$ cat src/rtl/psram_arbiter.sv
// Shares the byte-wide PSRAM controller between the game loader, the CPU and the PPU.
// Define PSRAM_ARB_STATS_EN to build the saturating ack and lost-issue counters.
module psram_arbiter #(
  parameter int unsigned ADDR_W    = 24,
  parameter bit          CPU_FIRST = 1'b1
) (
  input  logic              clk,
  input  logic              reset,
  input  logic              ld_req,
  input  logic [ADDR_W-1:0] ld_addr,
  input  logic [7:0]        ld_din,
  output logic              ld_ack,
  input  logic              cpu_req,
  input  logic              cpu_we,
  input  logic [ADDR_W-1:0] cpu_addr,
  input  logic [7:0]        cpu_din,
  output logic              cpu_ack,
  output logic [7:0]        cpu_dout,
  input  logic              ppu_req,
  input  logic [ADDR_W-1:0] ppu_addr,
  output logic              ppu_ack,
  output logic [7:0]        ppu_dout,
  output logic              mc_read_a,
  output logic              mc_read_b,
  output logic              mc_write,
  output logic [ADDR_W-1:0] mc_addr,
  output logic [7:0]        mc_din,
  input  logic              mc_busy,
  input  logic [7:0]        mc_dout_a,
  input  logic [7:0]        mc_dout_b,
  output logic [1:0]        grant_id,
  output logic [15:0]       stat_ld,
  output logic [15:0]       stat_cpu,
  output logic [15:0]       stat_ppu,
  output logic [15:0]       stat_lost
);

  localparam logic [1:0] GntNone = 2'd0;
  localparam logic [1:0] GntLd   = 2'd1;
  localparam logic [1:0] GntCpu  = 2'd2;
  localparam logic [1:0] GntPpu  = 2'd3;

  typedef enum logic [2:0] {StIdle, StIssue, StWaitHi, StWaitLo, StAck} state_e;

  state_e state_q;
  logic   rr_cpu_q;      // 1: CPU wins the next CPU/PPU tie
  logic   wait_cnt_q;
  logic   cpu_rd_q;
  logic   lost_issue_q;
  logic   lost_event;

  // Controller never acknowledged the strobe within two WAIT_HI cycles.
  assign lost_event = (state_q == StWaitHi) && !mc_busy && wait_cnt_q;

  always_ff @(posedge clk or negedge reset) begin
    if (!reset) begin
      state_q      <= StIdle;
      rr_cpu_q     <= CPU_FIRST;
      wait_cnt_q   <= 1'b0;
      cpu_rd_q     <= 1'b0;
      lost_issue_q <= 1'b0;
      mc_read_a    <= 1'b0;
      mc_read_b    <= 1'b0;
      mc_write     <= 1'b0;
      mc_addr      <= '0;
      mc_din       <= '0;
      ld_ack       <= 1'b0;
      cpu_ack      <= 1'b0;
      ppu_ack      <= 1'b0;
      cpu_dout     <= '0;
      ppu_dout     <= '0;
      grant_id     <= GntNone;
    end else begin
      lost_issue_q <= lost_issue_q | lost_event;
      case (state_q)
        StIdle: begin
          if (!mc_busy) begin
            if (ld_req) begin
              grant_id <= GntLd;
              mc_write <= 1'b1;
              mc_addr  <= ld_addr;
              mc_din   <= ld_din;
              cpu_rd_q <= 1'b0;
              state_q  <= StIssue;
            end else if (cpu_req && (rr_cpu_q || !ppu_req)) begin
              grant_id  <= GntCpu;
              mc_write  <= cpu_we;
              mc_read_a <= !cpu_we;
              mc_addr   <= cpu_addr;
              mc_din    <= cpu_din;
              cpu_rd_q  <= !cpu_we;
              rr_cpu_q  <= 1'b0;
              state_q   <= StIssue;
            end else if (ppu_req) begin
              grant_id  <= GntPpu;
              mc_read_b <= 1'b1;
              mc_addr   <= ppu_addr;
              cpu_rd_q  <= 1'b0;
              rr_cpu_q  <= 1'b1;
              state_q   <= StIssue;
            end
          end
        end
        StIssue: begin
          mc_read_a  <= 1'b0;
          mc_read_b  <= 1'b0;
          mc_write   <= 1'b0;
          wait_cnt_q <= 1'b0;
          state_q    <= StWaitHi;
        end
        StWaitHi: begin
          if (mc_busy) begin
            state_q <= StWaitLo;
          end else if (wait_cnt_q) begin
            // grant_id is kept so the abandoned owner stays visible.
            state_q <= StIdle;
          end else begin
            wait_cnt_q <= 1'b1;
          end
        end
        StWaitLo: begin
          if (!mc_busy) begin
            state_q <= StAck;
            case (grant_id)
              GntLd:  ld_ack <= 1'b1;
              GntCpu: begin
                cpu_ack <= 1'b1;
                if (cpu_rd_q) cpu_dout <= mc_dout_a;
              end
              GntPpu: begin
                ppu_ack  <= 1'b1;
                ppu_dout <= mc_dout_b;
              end
              default: ;
            endcase
          end
        end
        StAck: begin
          ld_ack   <= 1'b0;
          cpu_ack  <= 1'b0;
          ppu_ack  <= 1'b0;
          grant_id <= GntNone;
          state_q  <= StIdle;
        end
        default: state_q <= StIdle;
      endcase
    end
  end

`ifdef PSRAM_ARB_STATS_EN
  logic ack_event;
  assign ack_event = (state_q == StWaitLo) && !mc_busy;

  always_ff @(posedge clk or negedge reset) begin
    if (!reset) begin
      stat_ld   <= '0;
      stat_cpu  <= '0;
      stat_ppu  <= '0;
      stat_lost <= '0;
    end else begin
      if (ack_event && (grant_id == GntLd) && (stat_ld != 16'hFFFF)) begin
        stat_ld <= stat_ld + 16'd1;
      end
      if (ack_event && (grant_id == GntCpu) && (stat_cpu != 16'hFFFF)) begin
        stat_cpu <= stat_cpu + 16'd1;
      end
      if (ack_event && (grant_id == GntPpu) && (stat_ppu != 16'hFFFF)) begin
        stat_ppu <= stat_ppu + 16'd1;
      end
      if (lost_event && (stat_lost != 16'hFFFF)) begin
        stat_lost <= stat_lost + 16'd1;
      end
    end
  end
`else
  assign stat_ld   = '0;
  assign stat_cpu  = '0;
  assign stat_ppu  = '0;
  assign stat_lost = '0;
`endif

endmodule

$ cat config.mk
export PLATFORM = sky130hd
export DESIGN_NAME = psram_arbiter
export DESIGN_NICKNAME = d
export VERILOG_FILES = /design/src/rtl/psram_arbiter.sv
export SDC_FILE = /design/constraint.sdc
export NUM_CORES = 1
export LEC_CHECK = 0
export CAP_MARGIN = 25
export CELL_PAD_IN_SITES_DETAIL_PLACEMENT = 1
export CELL_PAD_IN_SITES_GLOBAL_PLACEMENT = 1
export CORE_MARGIN = 2
export CORE_UTILIZATION = 27
export DETAILED_ROUTE_END_ITERATION = 12
export GPL_TIMING_DRIVEN = 0
export PLACE_DENSITY_LB_ADDON = 0.1
export SETUP_SLACK_MARGIN = 0.1
export SKIP_LAST_GASP = 1
export SLEW_MARGIN = 20
export SYNTH_ARGS = -nofsm -noshare
export SYNTH_HDL_FRONTEND = slang
export SYNTH_SLANG_ARGS = --single-unit
$ cat constraint.sdc
create_clock -name clk -period 3.9 [get_ports clk]
set_clock_uncertainty 0.15 [all_clocks]
set_input_delay 0.39 -clock clk [delete_from_list [all_inputs] [get_ports clk]]
set_output_delay 0.39 -clock clk [all_outputs]
set_load 0.02 [all_outputs]
==> results, run 1 <==
- For this run, the number of Yosys warnings is 0.
- The proportion of layout cells with a drive suffix above 1 is 21.4%.
- The maximum vdd ir drop is 0.221 mV.
- The number of post-CTS setup repair buffers is 0.
- The number of antenna violations at the first check in global routing is 0.
- The sequential area share after synthesis is 46.5%.
- The core area is 0.0121 sq mm.
- For this run, the top clock speed supported by timing is 462 MHz.
- The final weighted congestion in routability-driven placement is 0.763.
- After detailed routing, the average wire length per cell comes to 15.5 um.
- The largest total area in the synthesized netlist belongs to sky130_fd_sc_hd__dfrtp_1.
- In this run the core area contains 40 standard-cell rows.
- A synthesized cell averages 10.3 sq um.
- Summed over all cells, the static leakage comes to 0.00259 uW.
- The per-cell via count in the routed design is 4.36.
- Across the run, the number of max-cap violations was 0.
- The H-tree depth is 3.
- The latest clock arrival within the worst-skew pair is 0.32 ns.
- Entering global routing, the biggest net connects 34 pins.
- The end-of-flow core utilization is 47.9%.
- The top-level I/O count is 231.
- The area of the die is 0.0133 sq mm.
- Synthesis produced a netlist whose cell count is 323.
- The run finished with clean final reports.
- Counting the buffers created by CTS gives 9.
- In the finished design, the share of the clock period the worst path needs comes to 55.5%.
- The count of buffers from port buffering is 166.
- The power density relative to cell area is 648 mW/mm^2.
- In this run, synthesis inferred 0 flip-flops with an integrated enable.
- The area of the mapped netlist is 0.00334 sq mm.
- For this block, the routed nets add up to 11500 um of wire.
- Data on the critical path arrives at its endpoint at 2.20 ns.
- The buffer depth of the longest clock path is 2.
- The length of the first detailed-routing pass in iterations is 7.
- The final hold violation count is 0.
- The max-slew headroom at the worst pin is 66.3%.
- The top fanout value on the critical path is 10.
- Summing over every cut layer, the via total after detailed routing is 3216.
- Clock-pin slew was measured on the worst setup and hold paths at 0.06 ns.
- After the first detailed-routing iteration, the DRC count stood at 173.
- The total overflow left after global routing is 0.
- The synthesis-to-layout area growth is 73.0%.
- The detailed-placement wirelength estimate is 9120 um.
- The shortest period the worst path allows is 2.16 ns.
- The floorplan die width is 115 um.
- Counting the fill cells in the layout gives 1366.
- After synthesis, the largest area contributor takes up 45.7% of total cell area.
- The transition time at the pin with the least slew margin is 0.505 ns.
- Setup repair after global routing left no endpoint under its margin.
- The number of global-route vias before repair is 3282.
- The TritonCTS clock tree is built.
- In this run the vertical extent of the chip is 115 um.
- The kind of start point of the critical path is a primary input.
- For this run, design rule violations remaining after detail routing come to 0.
- The max-slew violation total from the final report is 0.
- The synthesis-stage register bit count is 62.
- The most instantiated flip-flop cell in the synthesis netlist is sky130_fd_sc_hd__dfrtp_1.
- The total number of nets in the final design is 676.
- The worst endpoint required time is 3.93 ns.
- The worst hold path belongs to the class flip-flop to flip-flop.
- The cell at the root of the clock tree is sky130_fd_sc_hd__clkbuf_16.
- The count of endpoints failing setup in the final report is 0.
- The first global-routing pass estimated 17200 um of wire.
- The antenna diode instance count is 0.
- The sort of element at the end of the critical path is a flip-flop.
- The category of the critical setup timing path is primary input to flip-flop.
- The share of async-settable or async-resettable flops after synthesis is 100%.
- The global routing usage summed across all routing layers is 16.7%.
- Sorting the synthesized cells by area gives the leading types as sky130_fd_sc_hd__dfrtp_1 46%, sky130_fd_sc_hd__buf_4 15%, sky130_fd_sc_hd__a222oi_1 7.2%.
- The remaining antenna violation count is 0.
- After routing, the total negative slack on setup checks comes to 0 ns.
- The initial utilization of the core area, before any placement, comes to 27.7%.
- The synthesized netlist contains 37 unique library cells.
- The clock sink count is 62.
[power breakdown]
part           internal (uW)  leakage [uW]  total (uW)  switching [uW]
logic                    890       0.00170        1810             924
registers                939      0.000746        1120             180
clock network            529      0.000146         810             281
[worst paths after layout]
path                                         from                     to  slack [ns]  cells past startpoint
max in group asynchronous                   reset   rr_cpu_q$_DFFE_PN1P_        2.63                      3
max                                        ld_req  mc_din[3]$_DFFE_PN0P_        1.74                      6
max reg2reg                state_q[1]$_DFFE_PN0P_  mc_din[4]$_DFFE_PN0P_        1.94                      5
min reg2reg                    ld_ack$_DFFE_PN0P_     ld_ack$_DFFE_PN0P_        0.33                      2
min in group asynchronous                   reset  mc_din[1]$_DFFE_PN0P_        0.39                      2
min                            ld_ack$_DFFE_PN0P_     ld_ack$_DFFE_PN0P_        0.33                      2
[metrics by stage]
step | setup slack (ns) | cell area, sq um | instances | hold slack, ns | total power (uW)
after floorplan | 2.27 | 3580 | 386 | -0.0556 | 2100
after global placement | 0.115 | 5450 | 720 | 0.319 | 2910
after detailed placement | 1.38 | 5470 | 721 | 0.207 | 2970
after CTS | 1.72 | 5780 | 738 | 0.337 | 3790
after global routing | 1.55 | 5780 | 738 | 0.367 | 3980
final | 1.74 | 5780 | 738 | 0.327 | 3740
[cell usage in the layout (no fill, tap or decap), drive strengths merged]
cell type,n
dfstp,1
a41oi,1
nor3,3
inv,3
a211oi,1
o21ai,10
o22ai,16
mux2,17
nand3,3
and4bb,1
nor4,1
and3b,1
clkinv,1
o311ai,1
conb,64
a21oi,36
clkinvlp,1
or4,1
nand2,12
nand2b,1
nor2b,1
clkbuf,19
and2,1
buf,80
a31oi,3
o21a,3
clkdlybuf4s50,165
nor2,32
o211ai,1
dlygate4sd3,1
a222oi,24
and2b,1
dfrtp,61
and3,1
a21boi,1
bufinv,1
[routing by layer]
layer / up-vias / wire length [um] / global-route usage, %
met2: 122 / 5910 / 30.2
met4: 0 / 89 / 4.18
met3: 8 / 957 / 4.85
met1: 1540 / 4510 / 19.5
met5: - / 0 / 0
li1: 1546 / - / -
[registers in the layout, summed over array words and instances, names as in the netlist, 2 cells and up]
register	count
state_q	3
cpu_dout	8
mc_din	8
mc_addr	24
grant_id	2
ppu_dout	8
[cell usage after synthesis, drive strengths merged (6+ instances only)]
library cell and instances:
buf 78, dfrtp 61, a21oi 36, nor2 32, a222oi 24, mux2 17, o22ai 16, nand2 12
o21ai 10, clkbuf 6
[worst max-delay path, cell delays in order]
cell and delay (ns):
sky130_fd_sc_hd__clkdlybuf4s50_1 0.51, sky130_fd_sc_hd__buf_2 0.28, sky130_fd_sc_hd__clkbuf_1 0.42, sky130_fd_sc_hd__nand2_1 0.31, sky130_fd_sc_hd__o22ai_1 0.22, sky130_fd_sc_hd__a21oi_1 0.06
[kinds of logic (layout without fill, tap and decap cells)]
group                  after synthesis  after routing  share of synthesized area, %
other                                1             64                         0.112
AND/OR/NAND/NOR                     59             59                          9.07
multiplexers                        17             17                          5.73
flip-flops                          62             62                          46.5
AO/OA/AOI/OAI                       97             97                          19.9
buffers and inverters               87            271                          18.7
[area by class of cell]
class                      instances  area, sq um  share of cell area (%)
buffer                            84          614                    10.6
clock buffer                      13          260                    4.50
clock inverter                     3         42.5                   0.736
inverter                           3         11.3                   0.195
multi-input combinational        237         1400                    24.2
sequential                        62         1550                    26.9
tap                              168          210                    3.64
timing repair buffer             168         1690                    29.2
[what timing repair did]
| item | in CTS | in global routing |
|---|---|---|
| endpoints found under the hold margin | 29 | 0 |
| hold buffers | 1 | 0 |
| endpoints found under the setup margin | 0 | 0 |
| gates resized for setup | 0 | 0 |
Note: power is estimated with default switching activity, not from simulation.
==> run 2: changes to the inputs <==
--- a/config.mk
+++ b/config.mk
@@ -9,7 +9,7 @@
 export CELL_PAD_IN_SITES_DETAIL_PLACEMENT = 1
 export CELL_PAD_IN_SITES_GLOBAL_PLACEMENT = 1
 export CORE_MARGIN = 2
-export CORE_UTILIZATION = 27
+export CORE_UTILIZATION = 25
 export DETAILED_ROUTE_END_ITERATION = 12
 export GPL_TIMING_DRIVEN = 0
 export PLACE_DENSITY_LB_ADDON = 0.1
==> constraint.sdc (replaced) <==
create_clock -name clk -period 2.2 [get_ports clk]
set_clock_uncertainty 0.15 [all_clocks]
set_input_delay 0.22 -clock clk [delete_from_list [all_inputs] [get_ports clk]]
set_output_delay 0.22 -clock clk [all_outputs]
set_load 0.02 [all_outputs]
==> run 2 against run 1 <==
Worst setup slack worse by 1.4 ns. Combinational power up 78%. First-iteration DRC count down 11%. Count of clock-buffer cells in the layout down 1. Non-clock buffer count unchanged. Sequential share of layout area about the same. Die area up 7.7%. Hold slack worse by 0.092 ns. Via count up 0.78%. Critical path depth down 1. Sequential power up 77%. Clock power up 64%.
==> results, run 2 (same netlist as run 1, synthesis figures left out) <==
- Outcome: complete, no violations (unchanged).
- The number of rows in the core area came to 42 (was 40).
- The final cell count without fillers is 746 (was 738).
- The core area came to 0.0131 sq mm (was 0.0121 sq mm).
- The leading cell type in the layout, fill and taps excluded was sky130_fd_sc_hd__clkdlybuf4s50_1 (unchanged).
- The starting utilization of the core area is 25.4% (was 27.7%).
- RSZ-0062 raised after global routing: false (unchanged).
- The first-pass GRT wire length is 18300 um (was 17200 um).
- The maximum vdd ir drop is 0.389 mV (was 0.221 mV).
- The proportion of layout cells with a drive suffix above 1 is 21.9% (was 21.4%).
- The floorplan die width is 120 um (was 115 um).
- The synthesis-to-layout area growth was 72.9% (was 73.0%).
- The wire length per cell is 15.3 um (was 15.5 um).
- The number of global-route vias before repair is 3484 (was 3282).
- The final critical path takes up 86.2% of the cycle.
- The count of endpoints failing setup in the final report is 0 (unchanged).
- The endpoint of the worst register-to-register path is mc_din[6]$_DFFE_PN0P_ (was mc_din[4]$_DFFE_PN0P_).
- The sort of element at the end of the critical path is a flip-flop (unchanged).
- The worst path needs 1.90 ns of the cycle, external delays included.
- The total number of vias is 3241 (was 3216).
- The launch point of the critical path is state_q[1]$_DFFE_PN0P_ (was ld_req).
- The final weighted congestion in routability-driven placement is 0.732 (was 0.763).
- The kind of start point of the critical path is a flip-flop (was primary input).
- The global routing usage summed across all routing layers was 16.1% (was 16.7%).
- The flip-flop count of the largest register, all copies and words added came to 24 (unchanged).
- The sum of buffers and inverters on the critical path is 1 (was 3).
- The total of fill cells in the finished design is 1523 (was 1366).
- The summed area of non-filler cells in the final layout is 0.00577 sq mm (was 0.00578 sq mm).
- The worst hold slack after final layout is 0.236 ns (was 0.327 ns).
- The placement-stage cell area is 0.00548 sq mm (was 0.00547 sq mm).
- The worst endpoint required time is 2.23 ns (was 3.93 ns).
- The DRC violation total after the first TritonRoute iteration came to 154 (was 173).
- The cell at the root of the clock tree is sky130_fd_sc_hd__clkbuf_16 (unchanged).
- The uppermost metal layer occupied by signal nets is met4 (unchanged).
- The pin count of the biggest net entering global routing is 33 (was 34).
- The top-level I/O count is 231 (unchanged).
- The antenna diode instance count is 0 (unchanged).
- The per-cell via count in the routed design is 4.34 (was 4.36).
- The category of the critical setup timing path is flip-flop to flip-flop (was primary input to flip-flop).
- The clock sink count is 62 (unchanged).
- The max-slew headroom at the worst pin came to 66.4% (was 66.3%).
- The number of antenna violations at the first check in global routing is 0 (unchanged).
- The detailed-route wire length on metal 1 is 4640 um (was 4510 um).
- Worst path cell trace: buf_2 > nor4_4 > nand3_1 > o22ai_1 > a21oi_1 (was clkdlybuf4s50_1 > buf_2 > clkbuf_1 > nand2_1 > o22ai_1 > a21oi_1).
- The TritonCTS clock tree is built (unchanged).
- The die boundary height is 120 um (was 115 um).
- The area of the die is 0.0143 sq mm (was 0.0133 sq mm).
- The max-slew violation total from the final report is 0 (unchanged).
- The latest clock arrival within the worst-skew pair came to 0.32 ns (about the same).
- The cell with the largest stage delay on the worst path is sky130_fd_sc_hd__nor4_4 (was sky130_fd_sc_hd__clkdlybuf4s50_1).
- Based on the critical path, the design can be clocked at up to 528 MHz.
- The number of cell instances on the worst register-to-register path is 5 (unchanged).
- The largest register by flop count was mc_addr (unchanged).
- The total of max-cap violations is 0 (unchanged).
- The startpoint of the most critical register-to-register path is state_q[1]$_DFFE_PN0P_ (unchanged).
- The final hold violation count is 0 (unchanged).
- The power density relative to cell area is 1130 mW/mm^2 (was 648 mW/mm^2).
- The remaining routing DRC violations is 0 (unchanged).
- The clock slew at the register clock pins of the worst setup and hold paths is 0.05 ns (was 0.06 ns).
- The total detailed-routing wirelength came to 11400 um (was 11500 um).
- The remaining antenna violation count is 0 (unchanged).
- The count of buffers from port buffering is 166 (unchanged).
- The buffer depth of the longest clock path was 2 (unchanged).
- The H-tree depth came to 3 (unchanged).
- The transition time at the pin with the least slew margin is 0.504 ns (was 0.505 ns).
- The dominant delay contributor by cell family on the critical path is simple AND/OR/NAND/NOR gates (was buffers and inverters).
- The total grt overflow was 0 (unchanged).
- The worst-case register-to-register setup slack was 0.30 ns (was 1.94 ns).
- The path length in cells of the critical path is 5 (was 6).
- The length of the first detailed-routing pass in iterations is 5 (was 7).
- The end-of-flow core utilization was 43.9% (was 47.9%).
- The worst min-delay path category is primary input to asynchronous set/reset pin (was flip-flop to flip-flop).
- The routed length on met2 is 5820 um (was 5910 um).
- Most frequent cells in the layout: 165 x sky130_fd_sc_hd__clkdlybuf4s50_1, 67 x sky130_fd_sc_hd__buf_4, 64 x sky130_fd_sc_hd__conb_1, 61 x sky130_fd_sc_hd__dfrtp_1, 33 x sky130_fd_sc_hd__a21oi_1 (unchanged).
- The total number of nets in the final design came to 676 (unchanged).
- The data arrival time of the worst path is 1.92 ns (was 2.20 ns).
- The leakage dissipation is 0.00260 uW (was 0.00259 uW).
- The detailed-placement wirelength estimate was 8980 um (was 9120 um).
- The number of cells after detailed placement is 729 (was 721).
- The longest individual stage delay on the worst path is 0.38 ns (was 0.51 ns).
- The top fanout value on the critical path was 10 (unchanged).
- The number of buffers inserted during clock tree synthesis is 9 (unchanged).
- The amount of wire on met3 after detailed routing came to 817 um (was 957 um).
## run 2: layout make-up
cell class | count | area, sq um | area share (%)
flip-flops and latches | 62 | 1550 | 26.9
multi-input cells | 237 | 1400 | 24.2
repair buffers | 168 | 1690 | 29.3
well taps | 176 | 220 | 3.81
inverters | 3 | 11.3 | 0.195
plain buffers | 84 | 616 | 10.7
clock buffers | 12 | 267 | 4.62
clock inverters | 4 | 20.0 | 0.347
## run 2: repair_timing
item / in CTS / in global routing
endpoints found under the hold margin: 29 / 0
setup endpoints to repair: 0 / 8
hold buffers: 1 / 0
resized for setup: 0 / 2
buffers inserted: 0 / 0
## run 2: worst max-delay path by stage
stage | endpoint | slack, ns
after floorplan | cpu_rd_q$_DFFE_PN0P_ | 0.57
after global placement | mc_din[0]$_DFFE_PN0P_ | -1.43
after detailed placement | mc_din[6]$_DFFE_PN0P_ | -0.21
after CTS | mc_din[6]$_DFFE_PN0P_ | 0.14
after global routing | mc_din[2]$_DFFE_PN0P_ | 0.14
final | mc_din[6]$_DFFE_PN0P_ | 0.30
## run 2: report_power, final
group | leakage (uW) | switching [uW] | internal, uW | total, uW
combinational | 0.00170 | 1640 | 1580 | 3220
sequential | 0.000746 | 316 | 1660 | 1980
clock | 0.000148 | 482 | 845 | 1330
total | 0.00260 | 2440 | 4090 | 6520
## run 2: metrics by stage
stage | setup WS (ns) | total power [uW] | TNS, ns
final | 0.305 | 6520 | 0
after global routing | 0.140 | 6940 | 0
after CTS | 0.136 | 6640 | 0
after detailed placement | -0.211 | 5260 | -1.43
after global placement | -1.43 | 5150 | -88.70
after floorplan | 0.570 | 3720 | 0
## run 2: metal layers
metal / vias to the layer above / global-route usage (%)
met5: - / 0
met4: 0 / 4.93
met3: 8 / 4.71
met2: 137 / 28.2
met1: 1549 / 19.1
li1: 1547 / -
